[src/rtl/vmx_pkg.sv]
// Shared definitions for the VMX stream sequencer: FSM state encodings,
// lane-width constants and the clog2 helper used for port sizing.
package vmx_pkg;

  typedef enum logic [2:0] {
    S_IDLE   = 3'd0,
    S_GETW   = 3'd1,
    S_STREAM = 3'd2,
    S_DRAIN  = 3'd3,
    S_DONE   = 3'd4
  } vmx_state_e;

  // Default input lane width; product lanes are VMX_LANE_MULT times wider.
  localparam int unsigned VMX_PORT_WIDTH = 16;
  localparam int unsigned VMX_LANE_MULT  = 2;

  // Index width for n items, never narrower than one bit.
  function automatic int unsigned vmx_clog2(input int unsigned n);
    return (n <= 2) ? 1 : $clog2(n);
  endfunction

endpackage

[src/rtl/vmx_skew_line.sv]
// Triangular delay line. Lane k is delayed k cycles (REVERSE=0) or
// LANES-1-k cycles (REVERSE=1); zero-delay lanes are combinational.
module vmx_skew_line #(
  parameter int unsigned LANES   = 4,
  parameter int unsigned WIDTH   = 16,
  parameter bit          REVERSE = 1'b0
) (
  input  logic                   clk,
  input  logic                   rst_n,
  input  logic [LANES*WIDTH-1:0] din,
  output logic [LANES*WIDTH-1:0] dout
);

  for (genvar k = 0; k < LANES; k++) begin : g_lane
    localparam int unsigned DLY = REVERSE ? (LANES - 1 - k) : k;

    if (DLY == 0) begin : g_pass
      assign dout[k*WIDTH +: WIDTH] = din[k*WIDTH +: WIDTH];
    end else begin : g_dly
      logic [WIDTH-1:0] sr [0:DLY-1];

      // Shift this lane through DLY register stages
      always_ff @(posedge clk or negedge rst_n) begin
        if (!rst_n) begin
          for (int unsigned i = 0; i < DLY; i++) sr[i] <= '0;
        end else begin
          sr[0] <= din[k*WIDTH +: WIDTH];
          for (int unsigned i = 1; i < DLY; i++) sr[i] <= sr[i-1];
        end
      end

      assign dout[k*WIDTH +: WIDTH] = sr[DLY-1];
    end
  end

endmodule

[src/rtl/vmx_stream_sequencer.sv]
// VMX systolic-array stream sequencer: loads a weight tile, streams input
// vectors through an input skew, de-skews products and writes them back.
// Optional macro VMX_PERF_EN adds the perf_cycles busy-cycle counter port.
module vmx_stream_sequencer
  import vmx_pkg::*;
#(
  parameter int unsigned PE_SIZE    = 4,
  parameter int unsigned PORT_WIDTH = VMX_PORT_WIDTH,
  parameter int unsigned ADDR_W     = 8,
  parameter int unsigned RD_LAT     = 1,
  parameter int unsigned PE_LAT     = 4
) (
  input  logic                                 clk,
  input  logic                                 rst_n,
  input  logic                                 start,
  input  logic                                 abort,
  input  logic [ADDR_W-1:0]                    rbase_addr,
  input  logic [ADDR_W-1:0]                    wbase_addr,
  input  logic [ADDR_W-1:0]                    num_vec,
  output logic                                 busy,
  output logic                                 done,
  output logic [2:0]                           state,
  output logic [ADDR_W-1:0]                    mem_raddr,
  output logic                                 mem_rd_en,
  input  logic [PE_SIZE*PORT_WIDTH-1:0]        mem_rdata,
  output logic [ADDR_W-1:0]                    mem_waddr,
  output logic                                 mem_wr_en,
  output logic [2*PE_SIZE*PORT_WIDTH-1:0]      mem_wdata,
  output logic                                 pe_clr,
  output logic                                 pe_w_valid,
  output logic [vmx_clog2(PE_SIZE)-1:0]        pe_w_row,
  output logic [PE_SIZE*PORT_WIDTH-1:0]        pe_weight,
  output logic [PE_SIZE*PORT_WIDTH-1:0]        pe_vector,
  input  logic [2*PE_SIZE*PORT_WIDTH-1:0]      pe_product
`ifdef VMX_PERF_EN
  ,
  output logic [31:0]                          perf_cycles
`endif
);

  localparam int unsigned ROW_W       = vmx_clog2(PE_SIZE);
  localparam int unsigned LANE_W      = PE_SIZE * PORT_WIDTH;
  localparam int unsigned PROD_LANE_W = VMX_LANE_MULT * PORT_WIDTH;
  localparam int unsigned PROD_W      = PE_SIZE * PROD_LANE_W;
  // Cycles from a vector's lane-0 entry to its fully aligned result.
  localparam int unsigned WB_LAT      = PE_LAT + PE_SIZE - 1;

  vmx_state_e        state_q;
  logic [ADDR_W-1:0] rbase_q, wbase_q, nvec_q, rd_cnt, wr_cnt;
  logic              rd_tag;
  logic [RD_LAT-1:0] rd_vld_q, rd_vec_q;
  logic [WB_LAT-1:0] wb_vld_q;
  logic [ROW_W-1:0]  w_row_q;
  logic              ret_vld, ret_vec, ret_wgt, start_ok;
  logic [LANE_W-1:0] vec_in;
  logic [PROD_W-1:0] prod_aligned;

  assign start_ok = (state_q == S_IDLE) && start && !abort;
  assign ret_vld  = rd_vld_q[RD_LAT-1];
  assign ret_vec  = ret_vld &  rd_vec_q[RD_LAT-1];
  assign ret_wgt  = ret_vld & ~rd_vec_q[RD_LAT-1];

  // Job FSM: read issue, address generation and registered control pulses
  always_ff @(posedge clk or negedge rst_n) begin
    if (!rst_n) begin
      state_q   <= S_IDLE;
      rbase_q   <= '0;
      wbase_q   <= '0;
      nvec_q    <= '0;
      rd_cnt    <= '0;
      rd_tag    <= 1'b0;
      mem_raddr <= '0;
      mem_rd_en <= 1'b0;
      done      <= 1'b0;
      pe_clr    <= 1'b0;
    end else begin
      mem_rd_en <= 1'b0;
      rd_tag    <= 1'b0;
      done      <= 1'b0;
      pe_clr    <= 1'b0;
      if (abort) begin
        state_q <= S_IDLE;
      end else begin
        case (state_q)
          S_IDLE: begin
            if (start) begin
              state_q <= S_GETW;
              rbase_q <= rbase_addr;
              wbase_q <= wbase_addr;
              nvec_q  <= num_vec;
              rd_cnt  <= '0;
              pe_clr  <= 1'b1;
            end
          end
          S_GETW: begin
            mem_rd_en <= 1'b1;
            mem_raddr <= rbase_q + rd_cnt;
            if (rd_cnt == ADDR_W'(PE_SIZE - 1)) begin
              rd_cnt  <= '0;
              state_q <= (nvec_q != '0) ? S_STREAM : S_DRAIN;
            end else begin
              rd_cnt <= rd_cnt + 1'b1;
            end
          end
          S_STREAM: begin
            mem_rd_en <= 1'b1;
            rd_tag    <= 1'b1;
            mem_raddr <= rbase_q + ADDR_W'(PE_SIZE) + rd_cnt;
            rd_cnt    <= rd_cnt + 1'b1;
            if (rd_cnt == nvec_q - 1'b1) state_q <= S_DRAIN;
          end
          S_DRAIN: begin
            // The write in flight this cycle counts, so done lands one cycle after it.
            if ((wr_cnt + ADDR_W'(mem_wr_en)) == nvec_q && rd_vld_q == '0 && !mem_rd_en) begin
              state_q <= S_DONE;
              done    <= 1'b1;
            end
          end
          S_DONE:  state_q <= S_IDLE;
          default: state_q <= S_IDLE;
        endcase
      end
    end
  end

  // Read-return tracking, write-back valid pipeline and write/row counters
  always_ff @(posedge clk or negedge rst_n) begin
    if (!rst_n) begin
      rd_vld_q <= '0;
      rd_vec_q <= '0;
      wb_vld_q <= '0;
      wr_cnt   <= '0;
      w_row_q  <= '0;
    end else if (abort) begin
      rd_vld_q <= '0;
      rd_vec_q <= '0;
      wb_vld_q <= '0;
    end else begin
      rd_vld_q[0] <= mem_rd_en;
      rd_vec_q[0] <= rd_tag;
      for (int unsigned i = 1; i < RD_LAT; i++) begin
        rd_vld_q[i] <= rd_vld_q[i-1];
        rd_vec_q[i] <= rd_vec_q[i-1];
      end
      wb_vld_q[0] <= ret_vec;
      for (int unsigned i = 1; i < WB_LAT; i++) wb_vld_q[i] <= wb_vld_q[i-1];
      if (start_ok) begin
        wr_cnt  <= '0;
        w_row_q <= '0;
      end else begin
        if (mem_wr_en) wr_cnt  <= wr_cnt + 1'b1;
        if (ret_wgt)   w_row_q <= w_row_q + 1'b1;
      end
    end
  end

  assign busy       = (state_q != S_IDLE);
  assign state      = state_q;
  assign pe_w_valid = ret_wgt;
  assign pe_w_row   = ret_wgt ? w_row_q : '0;
  assign pe_weight  = ret_wgt ? mem_rdata : '0;
  assign vec_in     = ret_vec ? mem_rdata : '0;
  assign mem_wr_en  = wb_vld_q[WB_LAT-1];
  assign mem_waddr  = mem_wr_en ? (wbase_q + wr_cnt) : '0;
  assign mem_wdata  = mem_wr_en ? prod_aligned : '0;

  vmx_skew_line #(.LANES(PE_SIZE), .WIDTH(PORT_WIDTH), .REVERSE(1'b0)) u_in_skew (
    .clk  (clk),
    .rst_n(rst_n),
    .din  (vec_in),
    .dout (pe_vector)
  );

  vmx_skew_line #(.LANES(PE_SIZE), .WIDTH(PROD_LANE_W), .REVERSE(1'b1)) u_out_deskew (
    .clk  (clk),
    .rst_n(rst_n),
    .din  (pe_product),
    .dout (prod_aligned)
  );

`ifdef VMX_PERF_EN
  // Busy-cycle counter: cleared by an accepted start, saturates at all-ones
  always_ff @(posedge clk or negedge rst_n) begin
    if (!rst_n)                       perf_cycles <= '0;
    else if (start_ok)                perf_cycles <= '0;
    else if (busy && perf_cycles != '1) perf_cycles <= perf_cycles + 1'b1;
  end
`endif

endmodule

[config.mk]
export PLATFORM = sky130hd
export DESIGN_NAME = vmx_stream_sequencer
export DESIGN_NICKNAME = d
export VERILOG_FILES = /design/src/rtl/vmx_pkg.sv /design/src/rtl/vmx_skew_line.sv /design/src/rtl/vmx_stream_sequencer.sv
export SDC_FILE = /design/constraint.sdc
export NUM_CORES = 1
export LEC_CHECK = 0
export BUFFER_PORTS_ARGS = -buffer_cell sky130_fd_sc_hd__buf_2
export CAP_MARGIN = 10
export CORE_AREA = 2 2 194 196
export CTS_CLUSTER_DIAMETER = 120
export DETAILED_ROUTE_END_ITERATION = 12
export DIE_AREA = 0 0 196 198
export PLACE_DENSITY_LB_ADDON = 0.1
export SLEW_MARGIN = 20
export SYNTH_ARGS = -nofsm -noshare
export SYNTH_HDL_FRONTEND = slang
export SYNTH_SLANG_ARGS = --single-unit
[constraint.sdc]
create_clock -name clk -period 2.6 [get_ports clk]
set_input_delay 0.26 -clock clk [delete_from_list [all_inputs] [get_ports clk]]
set_output_delay 0.26 -clock clk [all_outputs]
set_load 0.005 [all_outputs]
==> results of run 1 <==
-- cells by family after synthesis --
kind of cell | count (synthesis) | share of synthesized area, %
multiplexers | 2 | 0.184
flip-flops | 354 | 65.0
AND/OR/NAND/NOR | 475 | 19.7
adder cells (fa/ha/maj) | 34 | 3.51
AO/OA/AOI/OAI | 82 | 4.11
XOR/XNOR | 39 | 2.51
buffers and inverters | 122 | 4.97
-- report_power, final --
| part | total [mW] | switching [mW] | internal (mW) |
|---|---|---|---|
| Clock | 5.28 | 2.14 | 3.14 |
| Sequential | 6.35 | 0.394 | 5.96 |
| Combinational | 2.87 | 1.54 | 1.32 |
| Total | 14.5 | 4.08 | 10.4 |
-- worst paths after layout --
kind	end	startpoint	cells after the start
hold reg to reg	u_out_deskew.dout[2]$_DFF_PN0_	u_out_deskew.g_lane[0].g_dly.sr[34]$_DFF_PN0_	0
max in group asynchronous	u_out_deskew.g_lane[1].g_dly.sr[53]$_DFF_PN0_	rst_n	3
setup reg to reg	mem_raddr[7]$_DFFE_PN0P_	rd_cnt[1]$_DFFE_PN0P_	9
min in group asynchronous	wbase_q[4]$_DFFE_PN0P_	rst_n	2
hold / removal	rbase_q[0]$_DFFE_PN0P_	rbase_addr[0]	3
setup / recovery	mem_waddr[6]	wr_cnt[0]$_DFFE_PN0P_	9
-- metal layers --
metal	vias to the layer above	routed length, um	track usage (%)
met5	-	0	0
met4	0	1100	6.62
met3	68	2590	4.28
met2	374	19700	34.8
met1	4963	15700	24.5
li1	4786	-	-
-- worst max-delay path, stage by stage (launching register included) --
cell	delay (ns)
dfrtp_2	0.42
ha_4	0.17
fa_2	0.34
a21o_1	0.18
a21oi_2	0.18
o21bai_1	0.08
a21oi_1	0.15
xnor2_1	0.13
and2_1	0.13
buf_2	0.11
-- sequential cells by signal, summed over array words and instances (netlist names), 2 cells and up --
name	count
mem_raddr	8
nvec_q	8
rbase_q	8
rd_cnt	8
state	3
u_in_skew.dout	32
u_in_skew.g_lane.g_dly.sr	64
u_out_deskew.dout	64
u_out_deskew.g_lane.g_dly.sr	128
w_row_q	2
wb_vld_q	7
wbase_q	8
wr_cnt	8
-- per-stage QoR --
stage          setup WS, ns  instances  area (um2)  utilization, %
2_1_floorplan        0.0720       1108       13600               -
3_3_place_gp          0.105       2013       16400            44.5
3_5_place_dp         0.0837       2013       16400            44.5
4_1_cts             -0.0904       2228       19200            52.0
5_1_grt              -0.191       2236       19300            52.3
6_report            -0.0747       2238       19300            52.3
-- cell usage after synthesis, types with 2 or more instances --
cell / count / share of area (%)
a21oi_1: 14 / 0.51
nor3_1: 8 / 0.29
dfrtp_1: 354 / 65
and2_1: 203 / 9.3
and3_4: 2 / 0.17
a2bb2oi_1: 2 / 0.13
buf_4: 48 / 2.6
and3_1: 70 / 3.2
nand3_1: 16 / 0.59
a31oi_1: 4 / 0.18
nor2_1: 26 / 0.72
or3b_1: 3 / 0.19
nand2b_1: 6 / 0.28
nor2b_1: 17 / 0.78
o21bai_1: 4 / 0.22
o31ai_1: 2 / 0.11
buf_2: 7 / 0.26
a21o_1: 6 / 0.33
buf_6: 4 / 0.33
xor2_1: 16 / 1.0
o211ai_1: 4 / 0.22
xnor2_1: 23 / 1.5
or3_1: 4 / 0.18
clkbuf_1: 45 / 1.2
nand2_1: 98 / 2.7
a211oi_1: 3 / 0.17
ha_1: 27 / 2.5
o21ai_0: 27 / 0.99
nand4_1: 5 / 0.23
inv_1: 16 / 0.44
or2_2: 2 / 0.092
nor4_1: 4 / 0.18
a211oi_2: 3 / 0.28
nand3b_1: 2 / 0.11
fa_1: 7 / 1.0
-- timing repair --
item / CTS / global route
hold buffers: 149 / 1
setup endpoints to repair: 87 / 77
resized for setup: 10 / 13
pin swaps: 4 / 11
buffers inserted: 2 / 4
hold endpoints to repair: 197 / 1
-- final cells by class --
cell class,count,area (um2)
antenna,5,12.5
clock buffer,55,1100
clock inverter,9,135
fill,3341,17600
inverter,17,63.8
multi-input combinational,632,4190
sequential,354,8870
tap,474,593
timing repair buffer,692,4370
==> metrics.txt, run 1 <==
vias in the first global route 10,600; Setup Total Neg Slack -0.0960 ns; Least-Margin Pin Slew around 0.70 ns; Routability Congestion between 0.8 and 0.9; Worst Hold Class in2reg; GRT Total Usage around a fifth; initial antenna violation count 3; die area 38,800 um2; die height 198 um; Max-cap violations 0; area delta synth->final 41.8%; total global routing overflow 0; PnR Total Power 14.5 mW; Core Area 37,000 um2; crit path capture type primary output; DR WL/cell 17.4 um; count of unique library cells instantiated by Yosys 61; period utilization 103%; io pins 503; worst path required time 2.34 ns; drc violations 0; initial core utilization 36.9%; r2r setup slk 0.12 ns; Max Slew Vio Count 0; Slew headroom 52.7%; crit start category register; I/O Buffers between 500 and 600; IR drop worst, VDD 0.000406 V; Mapped Nets about 1,400; Avg Cell Area, Syn 12.3 um2; most common cell after layout, fill and taps aside buf_2; Die Wd 196 um; Hold Violations, Final 0; Synth Instances 1,108; number of detailed-route iterations in the first pass 5; TritonCTS clock tree yes; clk buf depth 3; H-tree levels 2; status complete, but fails checks; clk root buf clkbuf_16; final WL 39,000 um; HPWL Detailed 28,200 um; FF+latch count, synth 354; Post-synth EDFFs 0; synthesized cell area 13,600 um2; most frequent cells in the layout buf_2 (501), dfrtp_1 (350), and2_1 (202); Hold Slack approximately 0.019 ns; unrepaired setup endpoints after global routing true; Starting DRT DRC Count slightly above 500; failing checks setup timing; Nets 1,990; yosys warns 0; Fmax between 300 and 400 MHz; final worst path period need 2.67 ns; Site Rows 71; DRT antenna net count 0; first-pass GRT wire length 59,700 um; DR vias 10,200; Worst-Skew Late Latency roughly 0.52 ns; CP Max Fanout 2; Worst Skew roughly 0.0074 ns; Post-synth ARST share 100%; register area share after synthesis 65.0%; data arrival time of the critical path about 2.4 ns; fraction of layout cells with a size suffix above 1 35.8%; Clock Pin Slew Worst Setup and Hold Paths ~0.060 ns; static leakage 10.5 nW; worst setup path class reg2out; # setup viols final 3; Via-to-Cell Ratio 4.55; largest net degree at the start of global routing 84; prevailing post-synth register cell dfrtp_1; worst setup margin -0.0747 ns; Pwr per Cell Area roughly 750 nW/um2; TritonCTS Buffers 39; Sinks on Clock Net roughly 350
No activity file was read; power rests on OpenSTA's default activity.
==> run 2, diff against run 1 <==
- REMOVE_ABC_BUFFERS: not set -> 1
==> run 2 against run 1 <==
- critical path type unchanged
- critical path depth unchanged
- global-route usage down 0.80 points
- combinational power is 2% lower
- register-to-register slack better by 0.03 ns
- final area increased by 0.35%
- wire length is 3.4% lower
- count of clock-buffer cells in the layout down 2
- non-clock buffer count increased by 6
- utilization increased by 0.18 points
- first-iteration DRC count fell by 20%
- the flow still finishes with violations (setup timing)
==> metrics.txt, run 2 (synthesis results as in run 1) <==
I/O Buffers 502 (unchanged); worst setup path class reg2out; Critical Path Max Stage Delay 0.40 ns (-0.02 ns); Nets 1,995 (+0.25%); crit start category register; Finished Layout Cells 2,247 (+0.40%); clk buf depth 3 (unchanged); Site Rows 71 (unchanged); Hold Violations, Final 0 (unchanged); pre-CTS setup slack -0.0171 ns (-0.101 ns); # setup viols final 2 (-1); vias in the first global route 10,100 (-4.0%); static leakage 10.5 nW (+0.34%); Max Slew Vio Count 0 (unchanged); initial antenna violation count 4 (+1); first-pass GRT wire length 56,600 um (-5.2%); PnR Total Power 14.4 mW (-0.61%); Starting DRT DRC Count 409 (-20%); CP Max Fanout 2 (unchanged); fraction of layout cells with a size suffix above 1 35.7% (-0.089 points); Finished Cell Area 19,400 um2 (+0.35%); Via-to-Cell Ratio 4.50 (-1.1%); Slew headroom 43.4% (-9.3 points); Fmax 377 MHz (+0.72%); drc violations 0 (unchanged); total global routing overflow 0 (unchanged); Worst Hold Class in2reg; Hold Slack 0.0289 ns (+0.00960 ns); Placed Cells 2,009 (-0.20%); period utilization 102% (-0.73 points); initial core utilization 36.9% (unchanged); max reg flops 128 (unchanged); Core Area 37,000 um2 (unchanged); Clock Pin Slew Worst Setup and Hold Paths 0.06 ns (about the same); worst path required time 2.34 ns (about the same); io pins 503 (unchanged); final WL 37,700 um (-3.4%); unrepaired setup endpoints after global routing true; clk root buf clkbuf_16; largest net degree at the start of global routing 140 (+67%); die area 38,800 um2 (unchanged); Reg with most FFs u_out_deskew.g_lane.g_dly.sr; most frequent cells in the layout buf_2 (501), dfrtp_1 (353), and2_1 (202); critical-path cell list ha_2 > fa_2 > a21o_1 > a21oi_2 > o21bai_1 > a21oi_1 > xnor2_1 > and2_1 > buf_2; TritonCTS clock tree yes; DR vias 10,100 (-0.71%); die height 198 um (unchanged); final worst path period need 2.66 ns (-0.0191 ns); Max-cap violations 0 (unchanged); data arrival time of the critical path 2.40 ns (about the same); IR drop worst, VDD 0.000356 V (-12%); most common cell after layout, fill and taps aside buf_2; DR WL/cell 16.8 um (-3.8%); Pwr per Cell Area 743 nW/um2 (-0.95%); GRT Total Usage 19.1% (-0.80 points); CP max-delay cell dfrtp_1; failing checks setup timing; Placed Area 16,400 um2 (about the same); Worst-Skew Late Latency 0.53 ns (about the same); Worst Skew 0.0166 ns (+0.00919 ns); Routability Congestion 0.826 (-5.8%); worst setup margin -0.0556 ns (+0.0191 ns); Die Wd 196 um (unchanged); TritonCTS Buffers 38 (-2.6%); crit path capture type primary output; Least-Margin Pin Slew 0.849 ns (+0.145 ns); HPWL Detailed 26,900 um (-4.6%); H-tree levels 2 (unchanged); number of detailed-route iterations in the first pass 4 (-1); area delta synth->final 42.3%; DRT antenna net count 0 (unchanged); Sinks on Clock Net 354 (unchanged); status complete, but fails checks
## run 2: changes by cell type in the layout (fill, tap and decap cells not counted), sizes merged, moves of 2 or more
cell	change
dlygate4sd3	+10
buf	-3
clkbuf	-3
clkinvlp	+2
clkinv	+3
inv	+2
## run 2: area by class of cell
class | instances | area, um2
Sequential cell | 354 | 8860
Inverter | 17 | 63.8
Antenna cell | 4 | 10.0
Clock buffer | 53 | 1100
Multi-Input combinational cell | 632 | 4170
Timing Repair Buffer | 698 | 4460
Fill cell | 3326 | 17600
Tap cell | 474 | 593
Clock inverter | 15 | 130
## run 2: stage by stage
step	utilization (%)	setup TNS [ns]
3_5_place_dp	44.4	-0.0171
5_1_grt	52.5	-0.384
4_1_cts	52.3	-0.193
2_1_floorplan	-	-33.35
3_3_place_gp	44.4	0
6_report	52.5	-0.0983
## run 2: worst max-delay path: cells and delay by family, from the launching register on
family	cells	cell delay, ns
DFF	1	0.40
adders and majority gates	2	0.55
AOI/OAI and AO/OA	4	0.53
and+or+nand+nor	1	0.14
xor gates and xnor gates	1	0.13
buffers and inverters	1	0.11
## run 2: timing repair
action	in CTS	in global routing
gates resized for setup	10	11
setup endpoints to repair	5	6
pin swaps	5	6
hold endpoints to repair	224	0
setup buffers	4	3
hold buffers	160	0
## run 2: per-layer routing
metal  routed length (um)  global-route usage, %
met3                 2410                   4.39
met5                   13                      0
met4                 1360                   8.02
met2                19600                   34.6
met1                14300                   21.6
## run 2: final timing paths
kind,start,end,slack (ns),depth (start not counted)
hold reg to reg,u_out_deskew.g_lane[0].g_dly.sr[83]$_DFF_PN0_,u_out_deskew.g_lane[0].g_dly.sr[51]$_DFF_PN0_,0.33,0
setup / recovery,wr_cnt[0]$_DFFE_PN0P_,mem_waddr[6],-0.06,9
hold / removal,mem_rdata[50],u_in_skew.g_lane[3].g_dly.sr[34]$_DFF_PN0_,0.03,2
setup reg to reg,wr_cnt[0]$_DFFE_PN0P_,state[1]$_DFFE_PN0P_,0.15,10
min in group asynchronous,rst_n,u_out_deskew.dout[37]$_DFF_PN0_,0.29,2
max in group asynchronous,rst_n,w_row_q[0]$_DFFE_PN0P_,1.49,3
## run 2: report_power, final
group / switching [mW] / internal [mW] / total [mW]
Combinational: 1.48 / 1.33 / 2.81
Clock: 2.17 / 3.07 / 5.24
Sequential: 0.401 / 5.96 / 6.36
